==> config.mk <==
export PLATFORM = sky130hd
export DESIGN_NAME = redpitaya_pll_rst_seq
export DESIGN_NICKNAME = d
export VERILOG_FILES = /design/src/rtl/redpitaya_rst_pkg.sv /design/src/rtl/redpitaya_sync_bit.sv /design/src/rtl/redpitaya_pll_rst_seq.sv
export SDC_FILE = /design/constraint.sdc
export NUM_CORES = 1
export LEC_CHECK = 0
export BUFFER_PORTS_ARGS = -buffer_cell sky130_fd_sc_hd__buf_2
export CAP_MARGIN = 20
export CORE_MARGIN = 4
export CORE_UTILIZATION = 57
export CTS_CLUSTER_DIAMETER = 80
export CTS_CLUSTER_SIZE = 28
export DETAILED_ROUTE_END_ITERATION = 10
export PLACE_DENSITY = 0.84
export SKIP_CTS_REPAIR_TIMING = 1
export SLEW_MARGIN = 20
export SYNTH_ARGS = -nofsm -noshare
export SYNTH_HDL_FRONTEND = slang
export SYNTH_SLANG_ARGS = --single-unit
==> constraint.sdc <==
create_clock -name adc_clk_i -period 2.3 [get_ports adc_clk_i]
set_input_delay 0.23 -clock adc_clk_i [delete_from_list [all_inputs] [get_ports adc_clk_i]]
set_output_delay 0.23 -clock adc_clk_i [all_outputs]
set_load 0.005 [all_outputs]
==> src/rtl/redpitaya_rst_pkg.sv <==
// Shared state codes and sizing helpers for the PLL reset/lock sequencer.
// Pure definitions: no logic, no latency.
package redpitaya_rst_pkg;

    localparam int STATE_W = 2;

    typedef enum logic [STATE_W-1:0] {
        PLL_RST   = 2'd0,
        WAIT_LOCK = 2'd1,
        STABLE    = 2'd2,
        RUN       = 2'd3
    } state_t;

    // Wide enough to reach the largest terminal count minus one without wrapping.
    function automatic int timer_width(input int a, input int b, input int c);
        int m;
        m = a;
        if (b > m) m = b;
        if (c > m) m = c;
        return (m > 1) ? $clog2(m) : 1;
    endfunction

endpackage

==> src/rtl/redpitaya_sync_bit.sv <==
// Multi-stage single-bit synchronizer for asynchronous status inputs.
// Latency STAGES clk cycles; no flow control.
module redpitaya_sync_bit #(
    parameter int STAGES = 2
) (
    input  logic clk,
    input  logic rst_n,
    input  logic d,
    output logic q
);

    (* ASYNC_REG = "TRUE" *) logic [STAGES-1:0] ff;

    always_ff @(posedge clk or negedge rst_n) begin
        if (!rst_n) begin
            ff <= '0;
        end else begin
            ff <= {ff[STAGES-2:0], d};
        end
    end

    assign q = ff[STAGES-1];

endmodule

==> src/rtl/redpitaya_pll_rst_seq.sv <==
// Sequences PLL reset, qualifies lock, then releases the DAC-domain reset; counts lock losses/timeouts.
// Lock loss in RUN reaches dac_rstn_o after SYNC_STAGES+1 cycles; no flow control.
module redpitaya_pll_rst_seq
    import redpitaya_rst_pkg::*;
#(
    parameter int PLL_RST_CYCLES = 16,
    parameter int LOCK_TIMEOUT   = 65536,
    parameter int STABLE_CYCLES  = 1024,
    parameter int SYNC_STAGES    = 2,
    parameter int CNT_W          = 8
) (
    input  logic               adc_clk_i,
    input  logic               adc_rstn_i,
    input  logic               pll_locked_i,
    input  logic               soft_rst_i,
    input  logic               clr_cnt_i,
    output logic               pll_rst_o,
    output logic               dac_rstn_o,
    output logic               ready_o,
    output logic [STATE_W-1:0] state_o,
    output logic [CNT_W-1:0]   lock_loss_cnt_o,
    output logic [CNT_W-1:0]   timeout_cnt_o
);

    localparam int TW = timer_width(PLL_RST_CYCLES, LOCK_TIMEOUT, STABLE_CYCLES);
    localparam logic [TW-1:0] RST_LAST    = TW'(PLL_RST_CYCLES - 1);
    localparam logic [TW-1:0] TIMEOUT_LAST = TW'(LOCK_TIMEOUT - 1);
    localparam logic [TW-1:0] STABLE_LAST = TW'(STABLE_CYCLES - 1);

    state_t        state;
    state_t        nxt;
    logic [TW-1:0] timer;
    logic          lk;
    logic          restart;
    logic          inc_to;
    logic          inc_ll;

    redpitaya_sync_bit #(
        .STAGES(SYNC_STAGES)
    ) u_lock_sync (
        .clk  (adc_clk_i),
        .rst_n(adc_rstn_i),
        .d    (pll_locked_i),
        .q    (lk)
    );

    always_comb begin
        nxt    = state;
        inc_to = 1'b0;
        inc_ll = 1'b0;
        if (soft_rst_i) begin
            nxt = PLL_RST;
        end else begin
            case (state)
                PLL_RST: begin
                    if (timer == RST_LAST) nxt = WAIT_LOCK;
                end
                WAIT_LOCK: begin
                    if (lk) begin
                        nxt = STABLE;
                    end else if (timer == TIMEOUT_LAST) begin
                        nxt    = PLL_RST;
                        inc_to = 1'b1;
                    end
                end
                STABLE: begin
                    if (!lk) begin
                        nxt = WAIT_LOCK;
                    end else if (timer == STABLE_LAST) begin
                        nxt = RUN;
                    end
                end
                RUN: begin
                    if (!lk) begin
                        nxt    = PLL_RST;
                        inc_ll = 1'b1;
                    end
                end
                default: nxt = PLL_RST;
            endcase
        end
        // A soft reset while already in PLL_RST still restarts the pulse.
        restart = soft_rst_i || (nxt != state);
    end

    always_ff @(posedge adc_clk_i or negedge adc_rstn_i) begin
        if (!adc_rstn_i) begin
            state           <= PLL_RST;
            timer           <= '0;
            pll_rst_o       <= 1'b1;
            dac_rstn_o      <= 1'b0;
            ready_o         <= 1'b0;
            lock_loss_cnt_o <= '0;
            timeout_cnt_o   <= '0;
        end else begin
            state <= nxt;
            if (restart) begin
                timer <= '0;
            end else if (state != RUN) begin
                timer <= timer + TW'(1);
            end
            pll_rst_o  <= (nxt == PLL_RST);
            dac_rstn_o <= (nxt == RUN);
            ready_o    <= (nxt == RUN);
            if (clr_cnt_i) begin
                lock_loss_cnt_o <= '0;
                timeout_cnt_o   <= '0;
            end else begin
                if (inc_ll && (lock_loss_cnt_o != '1)) lock_loss_cnt_o <= lock_loss_cnt_o + CNT_W'(1);
                if (inc_to && (timeout_cnt_o != '1))   timeout_cnt_o   <= timeout_cnt_o + CNT_W'(1);
            end
        end
    end

    assign state_o = state;

endmodule

==> summary.txt <==
Routing
  – Drt drc: 0
  – Routed vias: 1,603
  – DR vias/cell: 5.55
  – DRT Wirelength: 3880 um
  – Wire per inst: 13.4 um
  – Post-route ant nets: 0
  – 1st-pass router iterations: 4
  – DRT iter0 DRCs: 130

Synth
  – Area contributors post-synth: dfrtp_1 (46%), nor2_1 (7.3%), xor2_1 (7.0%)
  – Post-synthesis net count: 218
  – Synthesized area: 2000 um^2
  – XOR/XNOR Fraction of Synth Area: 10.9%
  – Mux contribution to synthesized area: 1.62%
  – Synth cell count leaders: nor2_1 (39), dfrtp_1 (37), nand2_1 (18)
  – Syn_area_per_cell: 9.54 um^2
  – Area share of fa/ha/maj cells after synthesis: 1.87%
  – Mapped Cells: 210
  – Post-synth ARST share: 100%
  – Seq/Total Area, Yosys: 47.5%
  – Simple-gate share of the synthesized area: 28.7%
  – Synth top area share: 46.2%
  – Dominant cell type by area after synthesis: dfrtp_1
  – Post-synth EDFFs: 0
  – Seq cells post-synth: 38
  – Synth Warn #: 0
  – Combinational family with the most area after synthesis: simple AND/OR/NAND/NOR gates
  – Synth unique cells: 45
  – Post-synthesis compound-gate area fraction: 6.62%
  – Most common cell in the netlist: nor2_1
  – Ys flop type: dfrtp_1

Worst setup path
  – Worst stage delay on the critical path: 0.48 ns
  – Slowest cell on crit path: nor4_2
  – Required @ worst endpoint: 2.55 ns
  – Worst Path Max Fanout: 5
  – CP Class: register to register
  – Worst Path Buf+Inv: 0
  – Crit. End Element: register
  – Cell-by-cell trace of the critical path: ha_1, nand4_1, nor4_2, nand3_1, nor4b_2, mux2_2
  – Crit path max-delay family: simple AND/OR/NAND/NOR gates
  – Worst EP arrival: 2.35 ns
  – Startpoint Class: register

Worst hold path
  – Hold WC Path Type: input port to async pin

Floorplanning
  – Die area: 4530 um^2
  – Ports: 26
  – Die W: 67.3 um
  – DIE HEIGHT: 67.3 um
  – Initial core utilization: 59.6%
  – Cell Rows: 21
  – Placeable Area: 3360 um^2

Timing
  – Final WS setup: 0.199 ns
  – Tightest Pin Transition: 0.810 ns
  – Final setup TNS: 0 ns
  – Period utilization: 91.3%
  – Slew HR: 46.0%
  – Max-slew violation count: 0
  – Final hold vios: 37
  – Clock Skew: 0.00604 ns
  – RSZ-0062 raised after global routing: false
  – Hold Slack: -0.0509 ns
  – FMAX: 0.476 GHz
  – Tmin final: 2.10 ns
  – Final setup violation count: 0

Cells and area
  – Share of cells above drive strength 1: 21.4%
  – Final #Nets: 250
  – Layout filler cell count: 279
  – Ant diodes: 0
  – Syn-to-layout area delta: 12.9%

CTS
  – CTS tree: done
  – H-tree lvl count: 2
  – Clk buf depth: 2
  – TritonCTS Buffers: 5
  – Root buf cell: clkbuf_4
  – Clock-pin transition on the worst setup and hold timing paths: 0.11 ns
  – Worst-Skew Late Latency: 0.35 ns
  – Clock sink count: 38

GRT
  – Number of global-route vias before repair: 1,497
  – Antenna violations before repair: 0
  – GRT Util Overall: 20.0%
  – Largest net degree at the start of global routing: 39
  – First-pass GRT wire length: 6770 um
  – Overflow after GRT: 0

Power
  – VDD IR max: 0.353 mV
  – Leakage: 1.03 nW
  – Pwr Density: 489 nW/um^2

Status
  – Violated checks: negative hold slack
  – Outcome: complete, but fails checks

Placement
  – PortBufs: 25
  – Gpl congestion: 0.854
  – Final HPWL DP: 2810 um
  – Worst slack at placement: 0.210 ns

Job
  – Maxcap violations: 0
-- final cells by class --
type                    count  area (um^2)  area share, %
multi-input cells         161          997           44.1
flip-flops and latches     38          952           42.1
repair buffers             31          173           7.63
well taps                  46         57.6           2.54
clock buffers               6         51.3           2.27
inverters                   5         18.8          0.830
clock inverters             2         12.5          0.553
-- registers in the layout, summed over array words and instances (netlist names) --
name             count
pll_rst_o            1
state_o              2
lock_loss_cnt_o      8
u_lock_sync.ff       2
timer               16
timeout_cnt_o        8
ready_o              1
-- kinds of logic after synthesis --
logic type	after synthesis
adder cells (fa/ha/maj)	3
AO/OA/AOI/OAI	20
buffers and inverters	11
XOR/XNOR	25
flip-flops	38
AND/OR/NAND/NOR	110
multiplexers	3
-- routing by layer --
metal	GRT usage, %	vias to the layer above	routed length [um]
met4	10.9	0	72
met2	29.6	58	1790
met1	26.8	749	1740
met5	0	-	0
met3	5.16	7	270
li1	-	789	-
-- final timing paths --
| path | start | to | slack [ns] | cells after the start |
|---|---|---|---|---|
| worst min register to register | u_lock_sync.ff[0] | u_lock_sync.ff[1] | 0.37 | 0 |
| worst min-delay path | adc_rstn_i | timeout_cnt_o[7] | -0.05 | 1 |
| worst max register to register | timer[0] | timeout_cnt_o[6] | 0.20 | 6 |
| min in group adc_clk_i | soft_rst_i | state_o[1] | 0.17 | 2 |
| worst max-delay path | timer[0] | timeout_cnt_o[6] | 0.20 | 6 |
| max in group asynchronous | adc_rstn_i | timer[14] | 1.83 | 1 |
-- placed cells by master, fill, tap and decap left out, drive strengths merged, types with 3 or more instances in the layout --
cell	synthesis	final
inv	5	5
buf	5	30
clkbuf	1	6
nand2	18	18
nor2	40	40
nor3	7	7
or3	3	3
and3	3	3
a21oi	7	7
nand4	8	8
ha	3	3
o21ai	4	4
dfrtp	37	37
xor2	16	16
xnor2	9	9
nor4	3	3
nand3	17	17
-- where the power goes --
part	switching, mW	leakage [nW]	internal [mW]
Clock	0.228	0.0343	0.147
Combinational	0.0333	0.475	0.0158
Sequential	0.00774	0.520	0.674
Total	0.269	1.03	0.837
-- stage by stage --
stage / utilization [%] / hold WS [ns] / instances / area, um^2 / power, mW
finish: 67.3 / -0.0509 / 289 / 2260 / 1.11
global route: 67.3 / 0.00430 / 289 / 2260 / 1.16
CTS: 67.0 / -0.0396 / 288 / 2250 / 1.12
detailed placement: 65.1 / 0.341 / 280 / 2190 / 0.744
global placement: 65.1 / 0.334 / 280 / 2190 / 0.742
floorplan: - / -0.0656 / 210 / 2000 / 0.718
No activity file was read; power rests on OpenSTA's default activity.
